==> src/rtl/maze_pkg.sv <==
// Shared types for the maze path replay datapath: move directions, replay FSM
// states and the step counter width.
package maze_pkg;

    localparam int unsigned STEP_W = 8;

    // Direction codes as they arrive from the path queue.
    typedef enum logic [1:0] {
        DIR_UP    = 2'b00,
        DIR_RIGHT = 2'b01,
        DIR_DOWN  = 2'b10,
        DIR_LEFT  = 2'b11
    } dir_t;

    typedef enum logic [2:0] {
        IDLE  = 3'd0,
        FETCH = 3'd1,
        WAIT  = 3'd2,
        APPLY = 3'd3,
        EMIT  = 3'd4,
        DONE  = 3'd5
    } replay_state_t;

endpackage

==> src/rtl/path_replayer_if.sv <==
// Bus bundle between the replayer, the direction queue and the position consumer.
//   q_empty/q_data/q_deq     : direction queue side (q_data valid the cycle after q_deq)
//   pos_valid/pos_ready/pos_x/pos_y : position stream toward the visualiser
// master modport = replayer, slave modport = queue + consumer.
interface path_replayer_if #(
    parameter int unsigned COORD_W = 4
);
    logic               q_empty;
    logic [1:0]         q_data;
    logic               q_deq;
    logic               pos_valid;
    logic               pos_ready;
    logic [COORD_W-1:0] pos_x;
    logic [COORD_W-1:0] pos_y;

    modport master (
        input  q_empty, q_data, pos_ready,
        output q_deq, pos_valid, pos_x, pos_y
    );

    modport slave (
        output q_empty, q_data, pos_ready,
        input  q_deq, pos_valid, pos_x, pos_y
    );
endinterface

==> src/rtl/pos_step.sv <==
// Combinational single-move step on the grid.
//   dir    : move direction
//   x, y   : current position
//   nx, ny : position after the move, wrapping modulo 2**COORD_W
//   oob    : the move would leave the grid (under/overflow of x or y)
module pos_step
    import maze_pkg::*;
#(
    parameter int unsigned COORD_W = 4
) (
    input  dir_t               dir,
    input  logic [COORD_W-1:0] x,
    input  logic [COORD_W-1:0] y,
    output logic [COORD_W-1:0] nx,
    output logic [COORD_W-1:0] ny,
    output logic               oob
);

    localparam logic [COORD_W-1:0] COORD_MAX = '1;

    always_comb begin
        nx  = x;
        ny  = y;
        oob = 1'b0;
        case (dir)
            DIR_UP: begin
                ny  = y - COORD_W'(1);
                oob = (y == '0);
            end
            DIR_RIGHT: begin
                nx  = x + COORD_W'(1);
                oob = (x == COORD_MAX);
            end
            DIR_DOWN: begin
                ny  = y + COORD_W'(1);
                oob = (y == COORD_MAX);
            end
            DIR_LEFT: begin
                nx  = x - COORD_W'(1);
                oob = (x == '0);
            end
            default: begin
                nx  = x;
                ny  = y;
            end
        endcase
    end

endmodule

==> src/rtl/path_replayer.sv <==
// Replays a solved maze path: pops 2-bit direction codes from the queue, walks an
// (x,y) position from the latched origin and emits each new position on a
// valid/ready stream. Origin itself is never emitted.
// Ports:
//   clk, rst        : clock (rising edge), asynchronous active-high reset
//   start           : pulse; accepted only in IDLE/DONE, latches org_x/org_y
//   org_x, org_y    : replay origin
//   bus (master)    : queue pop (q_empty/q_data/q_deq) and position stream
//   steps           : moves applied since the last accepted start
//   busy / done     : replay running / replay finished
//   err             : sticky until next start; step limit reached or off-grid move
// Build option: define PATH_BOUNDS_CHECK_EN to block off-grid moves (position held,
// err set) instead of wrapping coordinates.
module path_replayer
    import maze_pkg::*;
#(
    parameter int unsigned COORD_W   = 4,
    parameter int unsigned MAX_STEPS = 255
) (
    input  logic                clk,
    input  logic                rst,
    input  logic                start,
    input  logic [COORD_W-1:0]  org_x,
    input  logic [COORD_W-1:0]  org_y,
    path_replayer_if.master     bus,
    output logic [STEP_W-1:0]   steps,
    output logic                busy,
    output logic                done,
    output logic                err
);

    localparam logic [STEP_W-1:0] STEP_LIMIT = STEP_W'(MAX_STEPS);

    replay_state_t      state_q, state_d;
    logic [COORD_W-1:0] pos_x_q, pos_x_d;
    logic [COORD_W-1:0] pos_y_q, pos_y_d;
    logic [STEP_W-1:0]  steps_q, steps_d;
    logic               pos_valid_q, pos_valid_d;
    logic               err_q, err_d;
    logic               q_deq_c;

    logic [COORD_W-1:0] step_nx_c, step_ny_c;
    logic               step_oob_c;

    // Next position computed straight from the queue's registered output in APPLY.
    pos_step #(
        .COORD_W (COORD_W)
    ) u_pos_step (
        .dir (dir_t'(bus.q_data)),
        .x   (pos_x_q),
        .y   (pos_y_q),
        .nx  (step_nx_c),
        .ny  (step_ny_c),
        .oob (step_oob_c)
    );

`ifndef PATH_BOUNDS_CHECK_EN
    logic step_oob_unused_c;
    assign step_oob_unused_c = step_oob_c;
`endif

    // State and datapath registers.
    always_ff @(posedge clk or posedge rst) begin
        if (rst) begin
            state_q     <= IDLE;
            pos_x_q     <= '0;
            pos_y_q     <= '0;
            steps_q     <= '0;
            pos_valid_q <= 1'b0;
            err_q       <= 1'b0;
        end else begin
            state_q     <= state_d;
            pos_x_q     <= pos_x_d;
            pos_y_q     <= pos_y_d;
            steps_q     <= steps_d;
            pos_valid_q <= pos_valid_d;
            err_q       <= err_d;
        end
    end

    // Next-state and datapath update.
    always_comb begin
        state_d     = state_q;
        pos_x_d     = pos_x_q;
        pos_y_d     = pos_y_q;
        steps_d     = steps_q;
        pos_valid_d = pos_valid_q;
        err_d       = err_q;
        q_deq_c     = 1'b0;

        case (state_q)
            IDLE, DONE: begin
                if (start) begin
                    state_d = FETCH;
                    pos_x_d = org_x;
                    pos_y_d = org_y;
                    steps_d = '0;
                    err_d   = 1'b0;
                end
            end
            FETCH: begin
                // Pop is gated by q_empty so the queue is never underflowed.
                if (bus.q_empty) begin
                    state_d = DONE;
                end else begin
                    q_deq_c = 1'b1;
                    state_d = WAIT;
                end
            end
            WAIT: begin
                state_d = APPLY;
            end
            APPLY: begin
                steps_d     = steps_q + STEP_W'(1);
                pos_valid_d = 1'b1;
                state_d     = EMIT;
`ifdef PATH_BOUNDS_CHECK_EN
                if (step_oob_c) begin
                    err_d = 1'b1;
                end else begin
                    pos_x_d = step_nx_c;
                    pos_y_d = step_ny_c;
                end
`else
                pos_x_d = step_nx_c;
                pos_y_d = step_ny_c;
`endif
            end
            EMIT: begin
                if (bus.pos_ready) begin
                    pos_valid_d = 1'b0;
                    if (steps_q == STEP_LIMIT) begin
                        err_d   = 1'b1;
                        state_d = DONE;
                    end else begin
                        state_d = FETCH;
                    end
                end
            end
            default: begin
                state_d = IDLE;
            end
        endcase
    end

    assign bus.q_deq     = q_deq_c;
    assign bus.pos_valid = pos_valid_q;
    assign bus.pos_x     = pos_x_q;
    assign bus.pos_y     = pos_y_q;
    assign steps         = steps_q;
    assign err           = err_q;
    assign busy          = (state_q != IDLE) && (state_q != DONE);
    assign done          = (state_q == DONE);

endmodule
==> src/flat_wrapper.sv <==
// flat-port wrapper written by rule: the top's interface ports become plain ports
module path_replayer_flat import maze_pkg::*;
#(
    parameter int unsigned COORD_W   = 4,
    parameter int unsigned MAX_STEPS = 255
)
  (clk, rst, start, org_x, org_y, steps, busy, done, err, bus_q_empty, bus_q_data, bus_pos_ready, bus_q_deq, bus_pos_valid, bus_pos_x, bus_pos_y);
  path_replayer_if #(.COORD_W(COORD_W)) bus_i ();
  input  logic clk;
  input  logic rst;
  input  logic start;
  input  logic [COORD_W-1:0] org_x;
  input  logic [COORD_W-1:0] org_y;
  output logic [STEP_W-1:0] steps;
  output logic busy;
  output logic done;
  output logic err;
  input wire logic [$bits(bus_i.q_empty)-1:0] bus_q_empty;
  input wire logic [$bits(bus_i.q_data)-1:0] bus_q_data;
  input wire logic [$bits(bus_i.pos_ready)-1:0] bus_pos_ready;
  output wire logic [$bits(bus_i.q_deq)-1:0] bus_q_deq;
  output wire logic [$bits(bus_i.pos_valid)-1:0] bus_pos_valid;
  output wire logic [$bits(bus_i.pos_x)-1:0] bus_pos_x;
  output wire logic [$bits(bus_i.pos_y)-1:0] bus_pos_y;
  assign bus_i.q_empty = bus_q_empty;
  assign bus_i.q_data = bus_q_data;
  assign bus_i.pos_ready = bus_pos_ready;
  assign bus_q_deq = bus_i.q_deq;
  assign bus_pos_valid = bus_i.pos_valid;
  assign bus_pos_x = bus_i.pos_x;
  assign bus_pos_y = bus_i.pos_y;
  path_replayer #(.COORD_W(COORD_W), .MAX_STEPS(MAX_STEPS)) u_core (.clk(clk), .rst(rst), .start(start), .org_x(org_x), .org_y(org_y), .bus(bus_i), .steps(steps), .busy(busy), .done(done), .err(err));
endmodule
==> config.mk <==
export PLATFORM = sky130hd
export DESIGN_NAME = path_replayer_flat
export DESIGN_NICKNAME = d
export VERILOG_FILES = /design/src/rtl/maze_pkg.sv /design/src/rtl/path_replayer_if.sv /design/src/rtl/pos_step.sv /design/src/rtl/path_replayer.sv /design/src/flat_wrapper.sv
export SDC_FILE = /design/constraint.sdc
export NUM_CORES = 1
export LEC_CHECK = 0
export ABC_AREA = 1
export BUFFER_PORTS_ARGS = -buffer_cell sky130_fd_sc_hd__buf_4
export CAP_MARGIN = 20
export CORE_ASPECT_RATIO = 0.6
export CORE_MARGIN = 2
export CORE_UTILIZATION = 58
export CTS_BUF_LIST = sky130_fd_sc_hd__clkbuf_16
export CTS_CLUSTER_SIZE = 24
export DETAILED_ROUTE_END_ITERATION = 16
export PLACE_DENSITY = 0.81
export SYNTH_ARGS = -nofsm -noshare
export SYNTH_HDL_FRONTEND = slang
export SYNTH_HIERARCHICAL = 1
export SYNTH_SLANG_ARGS = --single-unit
==> constraint.sdc <==
create_clock -name clk -period 3.4 [get_ports clk]
set_input_delay 0.51 -clock clk [delete_from_list [all_inputs] [get_ports clk]]
set_output_delay 0.51 -clock clk [all_outputs]
set_load 0.01 [all_outputs]
==> flow_metrics.py <==
metrics = {
    "clocking": {
        "clock-root-buffer": "clkbuf_16",
        "clock_sinks": 21,
        "h-tree-depth": 1,
        "worst_skew_pair.late_latency_ps": 250,
        "cts_made_buffers": 3,
        "cts_resized": 0,
        "path_clk_slew_ps": 60,
        "clockBufferDepth": 2,
        "post_cts_buffers": 0,
        "cts_tree": "done",
        "cts_hold_buf": 0,
    },
    "floorplanning": {
        "die_y_um": 44.61,
        "io_pins": 36,
        "rows": 14,
        "start_util_pct": 62.33,
        "dieArea_mm2": 0.003197,
        "die_w_um": 71.68,
        "core-area_mm2": 0.002557,
    },
    "timing": {
        "maxSlewHeadroom_pct": 47.33,
        "setup_viol": 0,
        "hold_viol_final": 0,
        "fin_setup_tns_ps": 0,
        "fmax_mhz": 514.6,
        "tightest_slew_ps": 789.2,
        "finalCritPeriodShare_pct": 57.16,
        "drv_slew": 0,
        "fin_skew_ps": 0.8418,
        "min_period_ps": 1943,
        "rsz0062_at_grt": "false",
    },
    "cells_and_area": {
        "drive_gt1_share_pct": 23.72,
        "instances_no_fill": 285,
        "areaGrowthSynthToFinish_pct": 20.96,
        "finalNetCount": 280,
        "antenna_cells": 0,
    },
    "placed_design": {
        "hpwl_mm": 2.572,
        "portBuffers": 35,
        "placed_cells": 281,
        "place_congestion": 0.7970,
    },
    "routing": {
        "num_vias": 1447,
        "initialDrtViolationCount": 84,
        "wl_per_cell_um": 12.42,
        "drtPass1Iterations": 4,
        "drt-vias-per-instance": 5.077,
        "ant_nets": 0,
        "drc": 0,
        "wirelength_mm": 3.539,
    },
    "global_routing": {
        "grt_pass1_wl_mm": 6.203,
        "grt-ovfl-total": 0,
        "gr-usage-all-layers_pct": 25.37,
        "grt_pass1_vias": 1314,
        "grt_max_degree": 24,
        "antenna_found_initial": 0,
    },
    "logic_synthesis": {
        "ys_warn_count": 6,
        "postSynthCellCount": 219,
        "synth_area_mm2": 0.001594,
        "syn_avg_cell_area_um2": 7.279,
        "syn_nets": 245,
    },
    "setup_path": {
        "cp-end-kind": "flop",
        "path_max_fanout": 4,
        "setup.worst_path.start_class": "input pin",
        "path_class": "input pin to flop",
        "arrival_ps": 2080,
        "worstPathRequired_ps": 3530,
    },
    "power": {
        "powerDensity_mw_per_mm2": 761.0,
        "p_leak_nw": 1.047,
        "peakVddDrop_mv": 0.4463,
    },
    "job": {
        "maxCapViolCount": 0,
    },
    "worst_hold_path": {
        "hold_class": "input pin to asynchronous set/reset pin",
    },
    "outcome": {
        "run_status": "completed",
    },
}
## layer usage
layer / share of wire [%] / global-route usage [%] / up-vias
li1: - / - / 752
met1: 50 / 37.70 / 643
met2: 42 / 37.59 / 45
met3: 6.6 / 5.695 / 7
met4: 1.3 / 6.792 / 0
met5: 0 / 0 / -
## sequential cells by signal, indices dropped and copies added, names as in the netlist
signal / flops
u_core/bus.pos_valid: 1
u_core/state_q: 3
u_core/err: 1
u_core/bus.pos_x: 4
u_core/bus.pos_y: 4
u_core/steps: 8
## where the power goes
group,switching (mW),internal (mW)
registers,0.123,0.336
clock network,0.0887,0.158
logic,0.442,0.319
## critical path: stages
cell and delay (ps):
buf_4 130, inv_1 90, ha_1 190, inv_1 90, ha_1 330, a21oi_1 170, nand2_1 80, xor2_1 140
nand2_1 70, nand2_1 50, nand2_1 60, nand2_1 50, nand2_1 50, nand2_1 70
## cells in the final DEF, fill, tap and decap left out, types with 2 or more instances in the layout
| cell type | instances |
|---|---|
| inv_1 | 24 |
| o21ai_0 | 8 |
| xnor2_1 | 2 |
| clkbuf_16 | 3 |
| nand3_2 | 2 |
| nand3_1 | 24 |
| nand2_1 | 79 |
| inv_2 | 2 |
| nor2_1 | 14 |
| buf_4 | 35 |
| a21oi_1 | 4 |
| xor2_1 | 5 |
| ha_1 | 10 |
| nand2_4 | 2 |
| nand2_2 | 3 |
| a21oi_2 | 3 |
| dfrtp_1 | 21 |
## worst paths after layout
kind                                     start                   to  slack, ps  cells past startpoint
setup / recovery                 bus_q_data[0]  u_core/bus.pos_y[3]       1460                     14
hold / removal                             rst  u_core/bus.pos_x[1]        410                      2
setup reg to reg           u_core/bus.pos_y[2]  u_core/bus.pos_y[3]       1760                     10
hold reg to reg                     u_core/err           u_core/err        480                      2
max in group asynchronous                  rst  u_core/bus.pos_x[3]       2500                      2
min in group clk                    u_core/err           u_core/err        480                      2
## metrics by stage
step	power, mW	utilization (%)	hold WS [ps]	worst slack (ps)	area [µm²]
3_5_place_dp	1.215	72.26	465.5	1219	1848
4_1_cts	1.471	75.39	441.6	1487	1928
2_1_floorplan	0.9955	-	486.5	1525	1594
6_report	1.467	75.39	410.3	1457	1928
5_1_grt	1.593	75.39	500.8	1271	1928
3_3_place_gp	1.193	72.26	462.2	1328	1848
## final cells by class
cell class	count	area (µm²)
clock buffers	3	75.07
clock inverters	1	5.005
fillers	210	629.4
inverters	27	103.9
multi-input cells	166	915.9
flip-flops and latches	21	525.5
well taps	32	40.04
repair buffers	35	262.8
No activity file was read; power rests on OpenSTA's default activity.
